===== src/rtl/errcap_pkg.sv =====
// errcap_pkg: shared entry type, read FSM states and constants for error_capture_fifo (ERRCAP_TIMESTAMP_EN adds a timestamp field)
package errcap_pkg;
  localparam logic [7:0]  COUNT_MAX    = 8'd255;
  localparam logic [15:0] OVF_MAX      = 16'hFFFF;
  localparam logic [31:0] ERRCAP_EMPTY = 32'hFF00_0000;
  typedef enum logic [1:0] {RD_IDLE, RD_ACK, RD_HOLD} rd_state_e;
  typedef struct packed {
    logic [7:0]  port;
    logic [7:0]  count;
    logic [15:0] bits;
`ifdef ERRCAP_TIMESTAMP_EN
    logic [31:0] ts;
`endif
  } errcap_entry_t;
endpackage


===== src/rtl/errcap_fifo.sv =====
// errcap_fifo: synchronous register FIFO with wrap-bit pointers, flush, full/empty and occupancy
module errcap_fifo #(
  parameter int W     = 32,
  parameter int DEPTH = 16
) (
  input  logic                   clk,
  input  logic                   reset_n,
  input  logic                   clear_i,
  input  logic                   push_i,
  input  logic                   pop_i,
  input  logic [W-1:0]           din_i,
  output logic [W-1:0]           dout_o,
  output logic                   full_o,
  output logic                   empty_o,
  output logic [$clog2(DEPTH):0] level_o
);
  localparam int AW = $clog2(DEPTH);
  logic [W-1:0] mem_q [DEPTH];
  logic [AW:0]  wp_q, wp_d, rp_q, rp_d;
  logic         do_push, do_pop;
  assign full_o  = (wp_q[AW] != rp_q[AW]) && (wp_q[AW-1:0] == rp_q[AW-1:0]);
  assign empty_o = wp_q == rp_q;
  assign level_o = wp_q - rp_q;
  assign dout_o  = mem_q[rp_q[AW-1:0]];
  // pointer advance; flush wins over any push or pop
  always_comb begin
    do_push = push_i && !full_o && !clear_i;
    do_pop  = pop_i && !empty_o && !clear_i;
    wp_d    = clear_i ? '0 : wp_q + (AW+1)'(do_push);
    rp_d    = clear_i ? '0 : rp_q + (AW+1)'(do_pop);
  end
  // pointer registers
  always_ff @(posedge clk or negedge reset_n)
    if (!reset_n) begin
      wp_q <= '0;
      rp_q <= '0;
    end else begin
      wp_q <= wp_d;
      rp_q <= rp_d;
    end
  // storage needs no reset; the pointers define what is valid
  always_ff @(posedge clk)
    if (do_push) mem_q[wp_q[AW-1:0]] <= din_i;
endmodule


===== src/rtl/error_capture_fifo.sv =====
// error_capture_fifo: coalesces per-port error strobes, arbitrates them round-robin into a FIFO drained by a req/ack read port (ERRCAP_TIMESTAMP_EN adds rd_ts)
module error_capture_fifo import errcap_pkg::*; #(
  parameter int PORTS    = 5,
  parameter int ERRWIDTH = 16,
  parameter int DEPTH    = 16
) (
  input  logic                      clk,
  input  logic                      reset_n,
  input  logic [PORTS-1:0]          err,
  input  logic [PORTS*ERRWIDTH-1:0] errbits,
  input  logic                      clear,
  input  logic                      rd_req,
  output logic                      rd_ack,
  output logic [31:0]               rd_data,
`ifdef ERRCAP_TIMESTAMP_EN
  output logic [31:0]               rd_ts,
`endif
  output logic [$clog2(DEPTH):0]    level,
  output logic [15:0]               overflow
);
  localparam int PW = (PORTS > 1) ? $clog2(PORTS) : 1;
  localparam int EW = $bits(errcap_entry_t);
  logic [PORTS-1:0]    valid_q, valid_d;
  logic [ERRWIDTH-1:0] bits_q [PORTS];
  logic [ERRWIDTH-1:0] bits_d [PORTS];
  logic [7:0]          cnt_q [PORTS];
  logic [7:0]          cnt_d [PORTS];
  logic [15:0]         ovf_q, ovf_d;
  logic [3:0]          ovf_add;
  logic [16:0]         ovf_sum;
  logic [PW-1:0]       ptr_q, ptr_d, gnt_p;
  logic                gnt_hit, push, pop, load, full, empty;
  rd_state_e           state_q, state_d;
  logic [31:0]         rd_data_q, rd_data_d;
  errcap_entry_t       push_e, head_e;
`ifdef ERRCAP_TIMESTAMP_EN
  logic [31:0]         cyc_q, rd_ts_q, rd_ts_d;
  logic [31:0]         ts_q [PORTS];
  logic [31:0]         ts_d [PORTS];
  assign rd_ts = rd_ts_q;
`endif
  assign rd_ack   = state_q == RD_ACK;
  assign rd_data  = rd_data_q;
  assign overflow = ovf_q;
  // round-robin grant from ptr; uses the registered full flag so a popping-full FIFO is never pushed
  always_comb begin
    gnt_hit = 1'b0;
    gnt_p   = '0;
    for (int k = 0; k < PORTS; k++)
      if (!gnt_hit && valid_q[(int'(ptr_q) + k) % PORTS]) begin
        gnt_hit = 1'b1;
        gnt_p   = PW'((int'(ptr_q) + k) % PORTS);
      end
    push  = gnt_hit && !full && !clear;
    ptr_d = push ? ((int'(gnt_p) == PORTS - 1) ? '0 : gnt_p + 1'b1) : ptr_q;
  end
  // entry assembled from the granted latch
  always_comb begin
    push_e       = '0;
    push_e.port  = 8'(gnt_p);
    push_e.count = cnt_q[gnt_p];
    push_e.bits  = 16'(bits_q[gnt_p]);
`ifdef ERRCAP_TIMESTAMP_EN
    push_e.ts    = ts_q[gnt_p];
`endif
  end
  // pending latches: a granted port restarts from this cycle's strobe, others coalesce with saturation
  always_comb begin
    valid_d = valid_q;
    bits_d  = bits_q;
    cnt_d   = cnt_q;
    ovf_add = '0;
`ifdef ERRCAP_TIMESTAMP_EN
    ts_d    = ts_q;
`endif
    for (int p = 0; p < PORTS; p++)
      if (clear) begin
        valid_d[p] = 1'b0;
        bits_d[p]  = '0;
        cnt_d[p]   = '0;
      end else if ((push && int'(gnt_p) == p) || (err[p] && !valid_q[p])) begin
        valid_d[p] = err[p];
        bits_d[p]  = err[p] ? errbits[p*ERRWIDTH +: ERRWIDTH] : '0;
        cnt_d[p]   = {7'd0, err[p]};
`ifdef ERRCAP_TIMESTAMP_EN
        ts_d[p]    = cyc_q;
`endif
      end else if (err[p]) begin
        bits_d[p] = bits_q[p] | errbits[p*ERRWIDTH +: ERRWIDTH];
        cnt_d[p]  = (cnt_q[p] == COUNT_MAX) ? COUNT_MAX : cnt_q[p] + 8'd1;
        ovf_add   = ovf_add + 4'(cnt_q[p] == COUNT_MAX);
      end
    ovf_sum = {1'b0, ovf_q} + 17'(ovf_add);
    ovf_d   = clear ? '0 : ovf_sum[16] ? OVF_MAX : ovf_sum[15:0];
  end
  // latch, pointer and overflow registers
  always_ff @(posedge clk or negedge reset_n)
    if (!reset_n) begin
      valid_q <= '0;
      ptr_q   <= '0;
      ovf_q   <= '0;
      for (int p = 0; p < PORTS; p++) begin
        bits_q[p] <= '0;
        cnt_q[p]  <= '0;
      end
    end else begin
      valid_q <= valid_d;
      ptr_q   <= ptr_d;
      ovf_q   <= ovf_d;
      bits_q  <= bits_d;
      cnt_q   <= cnt_d;
    end
  // read FSM next state: IDLE takes a request and loads data, ACK lasts one cycle, HOLD waits for release
  always_comb begin
    state_d   = clear ? RD_IDLE
              : (state_q == RD_IDLE) ? (rd_req ? RD_ACK : RD_IDLE)
              : (state_q == RD_ACK) ? RD_HOLD
              : (rd_req ? RD_HOLD : RD_IDLE);
    load      = !clear && state_q == RD_IDLE && rd_req;
    pop       = load && !empty;
    rd_data_d = load ? (empty ? ERRCAP_EMPTY : {head_e.port, head_e.count, head_e.bits}) : rd_data_q;
`ifdef ERRCAP_TIMESTAMP_EN
    rd_ts_d   = load ? (empty ? '0 : head_e.ts) : rd_ts_q;
`endif
  end
  // read FSM and read data registers
  always_ff @(posedge clk or negedge reset_n)
    if (!reset_n) begin
      state_q   <= RD_IDLE;
      rd_data_q <= '0;
`ifdef ERRCAP_TIMESTAMP_EN
      rd_ts_q   <= '0;
`endif
    end else begin
      state_q   <= state_d;
      rd_data_q <= rd_data_d;
`ifdef ERRCAP_TIMESTAMP_EN
      rd_ts_q   <= rd_ts_d;
`endif
    end
`ifdef ERRCAP_TIMESTAMP_EN
  // free-running cycle counter and timestamp latches
  always_ff @(posedge clk or negedge reset_n)
    if (!reset_n) begin
      cyc_q <= '0;
      for (int p = 0; p < PORTS; p++) ts_q[p] <= '0;
    end else begin
      cyc_q <= cyc_q + 32'd1;
      ts_q  <= ts_d;
    end
`endif
  errcap_fifo #(.W(EW), .DEPTH(DEPTH)) u_fifo (
    .clk     (clk),
    .reset_n (reset_n),
    .clear_i (clear),
    .push_i  (push),
    .pop_i   (pop),
    .din_i   (push_e),
    .dout_o  (head_e),
    .full_o  (full),
    .empty_o (empty),
    .level_o (level)
  );
endmodule


===== config.mk =====
export PLATFORM = sky130hd
export DESIGN_NAME = error_capture_fifo
export DESIGN_NICKNAME = d
export VERILOG_FILES = /design/src/rtl/errcap_pkg.sv /design/src/rtl/errcap_fifo.sv /design/src/rtl/error_capture_fifo.sv
export SDC_FILE = /design/constraint.sdc
export NUM_CORES = 1
export LEC_CHECK = 0
export ABC_AREA = 1
export CAP_MARGIN = 25
export CELL_PAD_IN_SITES_DETAIL_PLACEMENT = 0
export CELL_PAD_IN_SITES_GLOBAL_PLACEMENT = 1
export CORE_MARGIN = 4
export CORE_UTILIZATION = 41
export CTS_CLUSTER_SIZE = 8
export DETAILED_ROUTE_END_ITERATION = 16
export HOLD_SLACK_MARGIN = 0.15
export MAX_ROUTING_LAYER = met4
export PLACE_DENSITY = 0.67
export SLEW_MARGIN = 0
export SYNTH_ARGS = -nofsm -noshare
export SYNTH_HDL_FRONTEND = slang
export SYNTH_SLANG_ARGS = --single-unit

===== constraint.sdc =====
create_clock -name clk -period 11 [get_ports clk]
set_input_delay 1.1 -clock clk [delete_from_list [all_inputs] [get_ports clk]]
set_output_delay 1.1 -clock clk [all_outputs]
set_load 0.01 [all_outputs]

[Word-level counts from Yosys, hierarchy flattened]
Memories as Yosys holds them, arrays and structs flattened.
Index checks and enable logic that the tools add are counted.
Word-level totals
  bits in registers: 188
  memory bits (writable): 432
  input bits: 89
  output and inout bits: 54
  logic and storage cells: 232
  memories: 1
Memories
  u_fifo.mem_q: depth 16, bits a word 27, rd ports 1, clocked after memory_dff 0, wr ports 1, line errcap_fifo.sv:18  | logic [W-1:0] mem_q [DEPTH];
Operators by class
  add/subtract/negate cells: 18
  divide/modulo/power cells: 5
  $lt $le $gt $ge: 6
  equal/unequal tests: 13
  multiplexer cells: 109
  bitwise gates (word level): 6
  reduce and logical (&&, ||, !) cells: 53
Operators by type and width (number)
  16-bit 2-to-1 mux: 24
  8-bit 2-to-1 mux: 22
  32-bit by 5-bit less-than comparator with 1-bit output (second input constant): 5
  32-bit by 4-bit modulo with 32-bit output (second input constant): 4
  16-bit bitwise OR: 5
  16-bit binary-select mux with 3-bit select: 1
  4-bit 2-to-1 mux: 12
  8-bit by 1-bit adder with 8-bit output (second input constant): 5
  8-bit equality test (second input constant): 5
  4-bit by 4-bit modulo with 32-bit output (second input constant): 1
  32-bit 2-to-1 mux: 1
  1-bit 2-to-1 mux: 31
  8-bit binary-select mux with 3-bit select: 1
  1-bit logical AND: 24
  3-bit 2-to-1 mux: 6
  16-bit by 4-bit adder with 17-bit output: 1
  4-bit by 1-bit adder with 4-bit output: 4
  1-bit binary-select mux with 3-bit select: 5
  3-bit nonzero test: 5
  1-bit zero test: 12
  5-bit by 1-bit adder with 5-bit output: 2
  5-bit 2-to-1 mux: 2
  2-bit nonzero test: 5
  3-bit equality test (second input constant): 3
  16 further kinds: 24

[Depth between registers and ports, before layout]
  depth after elaboration: 42
  gate-level depth with buffers: 74
  depth with buffers taken out: 71

[By module]
A second synthesis with hierarchy kept.
Unflattened totals
  cell total of the unflattened synthesis: 3645
  area total of the unflattened synthesis: 33789.9 um^2
By module, submodules not included
  errcap_fifo: instances 1, cells an instance 2115, area each 22089.9 um^2, sequential area each 15625.0 um^2
  error_capture_fifo: instances 1, cells an instance 1530, area each 11700.0 um^2, sequential area each 4454.3 um^2

[Least setup slack after synthesis]
OpenSTA, ideal clock, no wires.
  kind: register to register
  from: register ptr_q[0]
  to: register ovf_q[7], in the netlist overflow[7]
  library setup time: 65 ps
  data arrival time: 9205 ps
  slack: 1730 ps
  stages on the path, launching flop included: 66
  path through: dfrtp_1 -> buf_2 -> inv_1 -> ha_1 -> inv_1 -> ha_1 -> inv_1 -> ha_1 -> nor2_1 -> nand2_1 -> nand2_2 -> xor2_1 -> ha_1 -> inv_1 -> or2_2 -> nand2_1 -> nand3_1 -> nand2_1 -> (+30 left out) -> nand2_2 -> inv_1 -> ha_1 -> or2_0 -> nand3_2 -> fa_1 -> o31ai_1 -> nand2_1 -> nor2_1 -> nand2_1 -> nor2_1 -> inv_1 -> nor2_1 -> nand3_1 -> clkbuf_1 -> o21ai_0 -> o21ai_0 -> inv_1
On the way
  elaborated cells between the ends (all ways): 80
RTL lines
  start, declared: line error_capture_fifo.sv:31  | logic [PW-1:0] ptr_q, ptr_d, gnt_p;
  start signal, assigned: line error_capture_fifo.sv:108  | ptr_q <= ptr_d;
  parallel branches: the longest is 16 deep, another holds 32-bit by 4-bit modulo with 32-bit output
  3-bit 2-to-1 mux *: line error_capture_fifo.sv:50  | if (!gnt_hit && valid_q[(int'(ptr_q) + k) % PORTS]) begin
  via gnt_p[1]: line error_capture_fifo.sv:31
  3-bit zero test: line error_capture_fifo.sv:81  | end else if ((push && int'(gnt_p) == p) || (err[p] && !valid_q[p])) begin
  1-bit logical AND: line error_capture_fifo.sv:81
  1-bit logical OR: line error_capture_fifo.sv:81
  1-bit 2-to-1 mux: line error_capture_fifo.sv:81
  1-bit 2-to-1 mux: line error_capture_fifo.sv:77  | if (clear) begin
  (+11 left out)
  4-bit 2-to-1 mux: line error_capture_fifo.sv:77
  4-bit by 1-bit adder with 4-bit output: line error_capture_fifo.sv:91  | ovf_add = ovf_add + 4'(cnt_q[p] == COUNT_MAX);
  4-bit 2-to-1 mux: line error_capture_fifo.sv:88  | end else if (err[p]) begin
  4-bit 2-to-1 mux: line error_capture_fifo.sv:81
  4-bit 2-to-1 mux *: line error_capture_fifo.sv:77
  16-bit by 4-bit adder with 17-bit output *: line error_capture_fifo.sv:93  | ovf_sum = {1'b0, ovf_q} + 17'(ovf_add);
  16-bit 2-to-1 mux * (2 in a row): line error_capture_fifo.sv:94  | ovf_d = clear ? '0 : ovf_sum[16] ? OVF_MAX : ovf_sum[15:0];
  via ovf_d[7]: line error_capture_fifo.sv:28  | logic [15:0] ovf_q, ovf_d;
  end signal, assigned: line error_capture_fifo.sv:109  | ovf_q <= ovf_d;
  end, declared: line error_capture_fifo.sv:28
Mark *: on every way through the listed nets, which the timed path passes. The select of a mux whose other input is x is not followed.
A chain may end at the register's enable or synchronous reset.

[Worst setup path in the final report]
  from: register ptr_q[0]
  to: register ovf_q[14], in the netlist overflow[14]
On the way
  cells in the longest elaborated chain, start to end: 42
  elaborated cells between the ends (all ways): 80
Ends and longest elaborated chain (line)
  parallel branches: the longest is 38 deep, another holds 32-bit by 4-bit modulo with 32-bit output
  4-bit 2-to-1 mux *: error_capture_fifo.sv:77
  16-bit by 4-bit adder with 17-bit output *: error_capture_fifo.sv:93
  16-bit 2-to-1 mux * (2 in a row): error_capture_fifo.sv:94
  via ovf_d[14]: error_capture_fifo.sv:28
Marked as above.

==> flow_summary.json <==
{
  "fin_setup_tns_ns": 0,
  "track_usage": 0.2298,
  "grt_use_met1": 0.2983,
  "place_congestion": 0.8664,
  "grt_max_degree": 93,
  "dieArea_um2": 73970,
  "fin_skew_ns": 0.02928,
  "netlist_area_um2": 28570,
  "grt-ovfl-total": 0,
  "setup_viol": 0,
  "cp-end-kind": "flip-flop",
  "io-pin-count": 143,
  "yosysWarnings": 0,
  "maxCapViolCount": 0,
  "grt_pass1_vias": 21310,
  "dp_hpwl_um": 49820,
  "cp_num_buf_inv": 15,
  "relSlewSlack": 0.3157,
  "netlist_instances": 2719,
  "drive_above_1_share": 0.09344,
  "syn_area_per_cell_um2": 10.51,
  "yosys.area.top_type_share": 0.4541,
  "rsz0062_at_grt": "no",
  "drc": 0,
  "rows": 96,
  "ys_seq_area_frac": 0.6152,
  "drt_pass1_iterations": 6,
  "async_reset_ff_frac": 0.2987,
  "layout_min_cycle_time_ns": 9.940,
  "ys_top_cells_by_area": "edfxtp_1 45%, dfrtp_1 16%, o21ai_0 6.7%",
  "report.final.slew_viol_count": 0,
  "dp_slack_ns": 0.4674,
  "clock_latency_ns": 0.63,
  "area_growth_pct": 17.59,
  "vias_per_cell": 5.574,
  "critPathMostFrequentCell": "inv_1",
  "synth.net_count": 2858,
  "max_stage_delay_ns": 0.59,
  "yosysMostFrequentCell": "edfxtp_1",
  "ys_ff_latch": 616,
  "drt-wirelength-per-cell_um": 21.77,
  "post-route-period-util": 0.9037,
  "use_met2": 0.3852,
  "cts.sinks": 616,
  "yosysTopAreaCell": "edfxtp_1",
  "finalInstanceArea_um2": 33590,
  "synth_cell_type_count": 56,
  "worst_slew_pin_slew_ns": 1.025,
  "core_area_um2": 68830,
  "crit_family": "simple AND/OR/NAND/NOR gates",
  "synth-main-ff-cell": "edfxtp_1",
  "cp.required_ns": 11.56,
  "cts_setup_buffers": 0,
  "vias": 21410,
  "ctsResizeCount": 0,
  "gr-max-usage-layer": "met2",
  "postLayoutCoreUtil": 0.4881,
  "holdBufCountCts": 0,
  "critPathSlowestCell": "dfrtp_4",
  "fmax_ghz": 0.1006,
  "critPathKind": "reg2reg",
  "grt_pass1_wl_um": 128100,
  "hold_viol_final": 0,
  "synthTopCellsByCount": "432 x edfxtp_1, 384 x o21ai_0, 341 x nor2_1, 317 x nand2_1, 189 x inv_1",
  "cts_tree": "done",
  "clkTransAtPathRegs_ns": 0.06,
  "critPathMaxFanout": 17,
  "cts_buffers": 86,
  "status": "finished, final reports clean",
  "worstPathArrival_ns": 10.50,
  "grt_antenna_before_repair": 0,
  "final_nets": 2989,
  "root_buffer": "clkbuf_16",
  "wirelength_um": 83630,
  "use_met3": 0.02889,
  "dpl_cell_area_um2": 31030,
  "setup_ws_ns": 1.060,
  "n_fill_cell": 6146,
  "port-buffer-count": 142,
  "die_h_um": 272.0,
  "diodes": 0,
  "drtIter0Drc": 1737,
  "htree_num_levels": 3,
  "final_antenna_net_count": 0,
  "die_w_um": 272.0,
  "hp-class": "in2async",
  "synth_edf_count": 432,
  "startpoint_type": "flip-flop",
  "start_util": 0.4151,
  "cts_buffer_depth": 3
}
registers in the layout, summed over array words and instances (netlist names):
| signal | cells |
|---|---|
| cnt_q | 40 |
| u_fifo.wp_q | 5 |
| overflow | 16 |
| valid_q | 5 |
| state_q | 2 |
| u_fifo.mem_q | 432 |
| ptr_q | 3 |
| rd_data | 28 |
| u_fifo.rp_q | 5 |
| bits_q | 80 |
stage by stage:
step | hold WS [ns] | std cells
final | 0.4835 | 3842
after global routing | 0.5195 | 3842
after CTS | 0.4949 | 3839
after detailed placement | 0.4881 | 3690
after global placement | 0.4841 | 3686
after floorplan | 0.4664 | 2719
routing by layer:
metal  vias up  share of wire
li1      10030              -
met1     10700           0.44
met2       564           0.49
met3       122          0.048
met4         0          0.020
met5         -              0
cell usage in the layout, fill, tap and decap left out, drive strengths merged:
cell and n:
xor2 14, o21bai 1, nand2 340, o21ai 394, dfrtp 184, nor4 1
nor3b 1, edfxtp 432, inv 202, clkinvlp 1, a211oi 2, clkinv 9
nor3 20, o22ai 118, buf 64, a221oi 1, xnor2 7, nand3 82
nor2 351, a22o 40, a31oi 2, o221ai 54, nand4 11, clkdlybuf4s50 141
a22oi 1, fa 2, a21oi 108, clkbuf 143, o31ai 39, o32ai 2
o21a 17, nand3b 2, ha 48, o211ai 69, or2 8
final cells by class:
type                            instances  area [um2]  share of cell area
Sequential cell                       616       17590              0.5235
Clock inverter                          7       140.1            0.004171
Timing Repair Buffer                  206        1918             0.05710
Multi-Input combinational cell       1735        9639              0.2869
Tap cell                              931        1165             0.03467
Clock buffer                          142        2362             0.07032
Inverter                              205       784.5             0.02335
worst paths after layout:
path                            startpoint      endpoint  slack (ns)  cells past startpoint
worst max-delay path              ptr_q[0]  overflow[14]        1.06                     65
worst min-delay path               reset_n   rd_data[21]        0.48                      1
worst max register to register    ptr_q[0]  overflow[14]        1.06                     65
worst min register to register  bits_q[62]    bits_q[62]        0.49                      1
max in group asynchronous          reset_n    bits_q[26]        8.32                      3
min in group clk                bits_q[62]    bits_q[62]        0.49                      1
cell families (layout without fill, tap and decap cells):
| logic type | count (synthesis) | after routing | synth area share |
|---|---|---|---|
| AOI/OAI and AO/OA | 848 | 848 | 0.1822 |
| and+or+nand+nor | 816 | 816 | 0.1206 |
| DFF | 616 | 616 | 0.6152 |
| buffers and inverters | 368 | 560 | 0.05256 |
| adders and majority gates | 50 | 50 | 0.02242 |
| xor gates and xnor gates | 21 | 21 | 0.006964 |
Power is not shown: default switching activity piles up to over one toggle a cycle in this logic, so the estimate is an artifact.
==> RTL edit: new RTL, same flow settings <==
The parameter `PORTS` goes from 5 to 4.
--- a/src/rtl/error_capture_fifo.sv
+++ b/src/rtl/error_capture_fifo.sv
@@ -1,6 +1,6 @@
 // error_capture_fifo: coalesces per-port error strobes, arbitrates them round-robin into a FIFO drained by a req/ack read port (ERRCAP_TIMESTAMP_EN adds rd_ts)
 module error_capture_fifo import errcap_pkg::*; #(
-  parameter int PORTS    = 5,
+  parameter int PORTS    = 4,
   parameter int ERRWIDTH = 16,
   parameter int DEPTH    = 16
 ) (
Interface: changed (resized err and errbits); port bits go from 143 to 126. The function was not compared with the original's and may differ.
==> RTL edit against the unedited design <==
Final area down 11%; worst setup slack better by 3.5 ns; sequential cell count down 43; routed wire length down 13%; synthesized area down 11%; critical endpoint is now overflow[7]$_DFF_PN0_.
==> RTL edit: results (changes against the unedited design) <==
* Status: finished clean (unchanged)
* Vias in the first global route at 18270 (was 21310)
* Met1 GRT Util at 0.3022 (was 0.2983)
* Setup Skew at 0.03057 ns (was 0.02928 ns)
* Register area share after synthesis at 0.6468 (was 0.6152)
* Leak Pwr at 11.32 nW
* CP max-delay cell: nor3_1 (was dfrtp_4)
* Post_cts resized at 0 (unchanged)
* Adder-cell area share of the yosys netlist at 0.01390 (was 0.02242)
* Compound-Gate Fraction of Synth Area at 0.1479 (was 0.1822)
* Clk_lat worst skew at 0.62 ns
* Final Wtd Congestion at 0.8134 (was 0.8664)
* Routed WL at 72.69 mm (was 83.63 mm)
* Number of flops mapped to enable cells by yosys at 416 (was 432)
* TritonCTS Buffers at 81 (was 86)
* Top cells by area, synth: edfxtp_1 49%, dfrtp_1 15%, o21ai_0 6.1% (was edfxtp_1 45%, dfrtp_1 16%, o21ai_0 6.7%)
* Synth top cells by count: 416 x edfxtp_1, 308 x nor2_1, 308 x o21ai_0 (was 432 x edfxtp_1, 384 x o21ai_0, 341 x nor2_1)
* Largest stage delay on the critical path at 0.53 ns (was 0.59 ns)
* Mux contribution to synthesized area at 0 (unchanged)
* Worst EP arrival at 7.04 ns (was 10.50 ns)
* Xor/xnor share of the synthesized area at 0.007589 (was 0.006964)
* Met2 GRT Util at 0.3507 (was 0.3852)
* Met3 WL at 4.516 mm (was 4.005 mm)
* Total GRT Usage at 0.2237 (was 0.2298)
* Pre-CTS setup slack at 4.057 ns (was 0.4674 ns)
* Vias/cell at 5.570 (was 5.574)
* Net Count, Synth at 2460 (was 2858)
* Met2 wire length at 34.28 mm (was 41.35 mm)
* Max reg flops at 416 (was 432)
* Layout cell share with drive strength beyond 1 at 0.07708 (was 0.09344)
* Cell family with most CP delay: simple AND/OR/NAND/NOR gates (unchanged)
* Synth cell types at 46 (was 56)
* Pin count of the biggest net entering global routing at 97 (was 93)
* Antenna Cells at 0 (unchanged)
* Fin crit share at 0.5897 (was 0.9037)
* Crit path from: u_fifo.rp_q[3]$_DFF_PN0_ (was ptr_q[0]$_DFFE_PN0N_)
* Worst setup path endpoint: overflow[7]$_DFF_PN0_ (was overflow[14]$_DFF_PN0_)
* Initial DRC Count at 1719 (was 1737)
* Reg2reg setup slack at 4.51 ns (was 1.06 ns)
* DRT met1 WL at 32.17 mm (was 36.61 mm)
* Top Layer Used: met4 (unchanged)
* Dpl hpwl at 41.65 mm (was 49.82 mm)
* DRT Pass-1 Iters at 5 (was 6)
* Async SR Flop Fraction at 0.2740 (was 0.2987)
* Worst Tran Pin Value at 1.053 ns (was 1.025 ns)
* R2R cell count at 34 (was 65)
* Final net count at 2569 (was 2989)
* Crit path max fanout at 32 (was 17)
* Port Buf Inserts at 125 (was 142)
* First-pass GRT wire length at 110.5 mm (was 128.1 mm)
* Met3 GRT Util at 0.03967 (was 0.02889)
* Area post-placement at 27490 µm² (was 31030 µm²)
[RTL edit: cell count changes after synthesis, moves of 23 or more]
| cell | change |
|---|---|
| nor2_1 | -33 |
| nand2_1 | -56 |
| dfrtp_1 | -27 |
| o21ai_0 | -76 |
| a21oi_1 | -32 |
| clkbuf_1 | -34 |
| nand3_1 | +46 |
| ha_1 | -23 |
[RTL edit: area by class of cell]
cell class | count | area [µm²]
fillers | 5476 | 30940
flip-flops and latches | 573 | 16430
multi-input cells | 1437 | 7651
clock buffers | 137 | 2247
repair buffers | 164 | 1673
well taps | 782 | 978.4
inverters | 213 | 814.5
clock inverters | 6 | 78.83
[RTL edit: through the flow]
step / hold slack [ns] / cells
2_1_floorplan: 0.4861 / 2361
3_3_place_gp: 0.4886 / 3162
3_5_place_dp: 0.4944 / 3167
4_1_cts: 0.5051 / 3310
5_1_grt: 0.2392 / 3312
6_report: 0.2670 / 3312
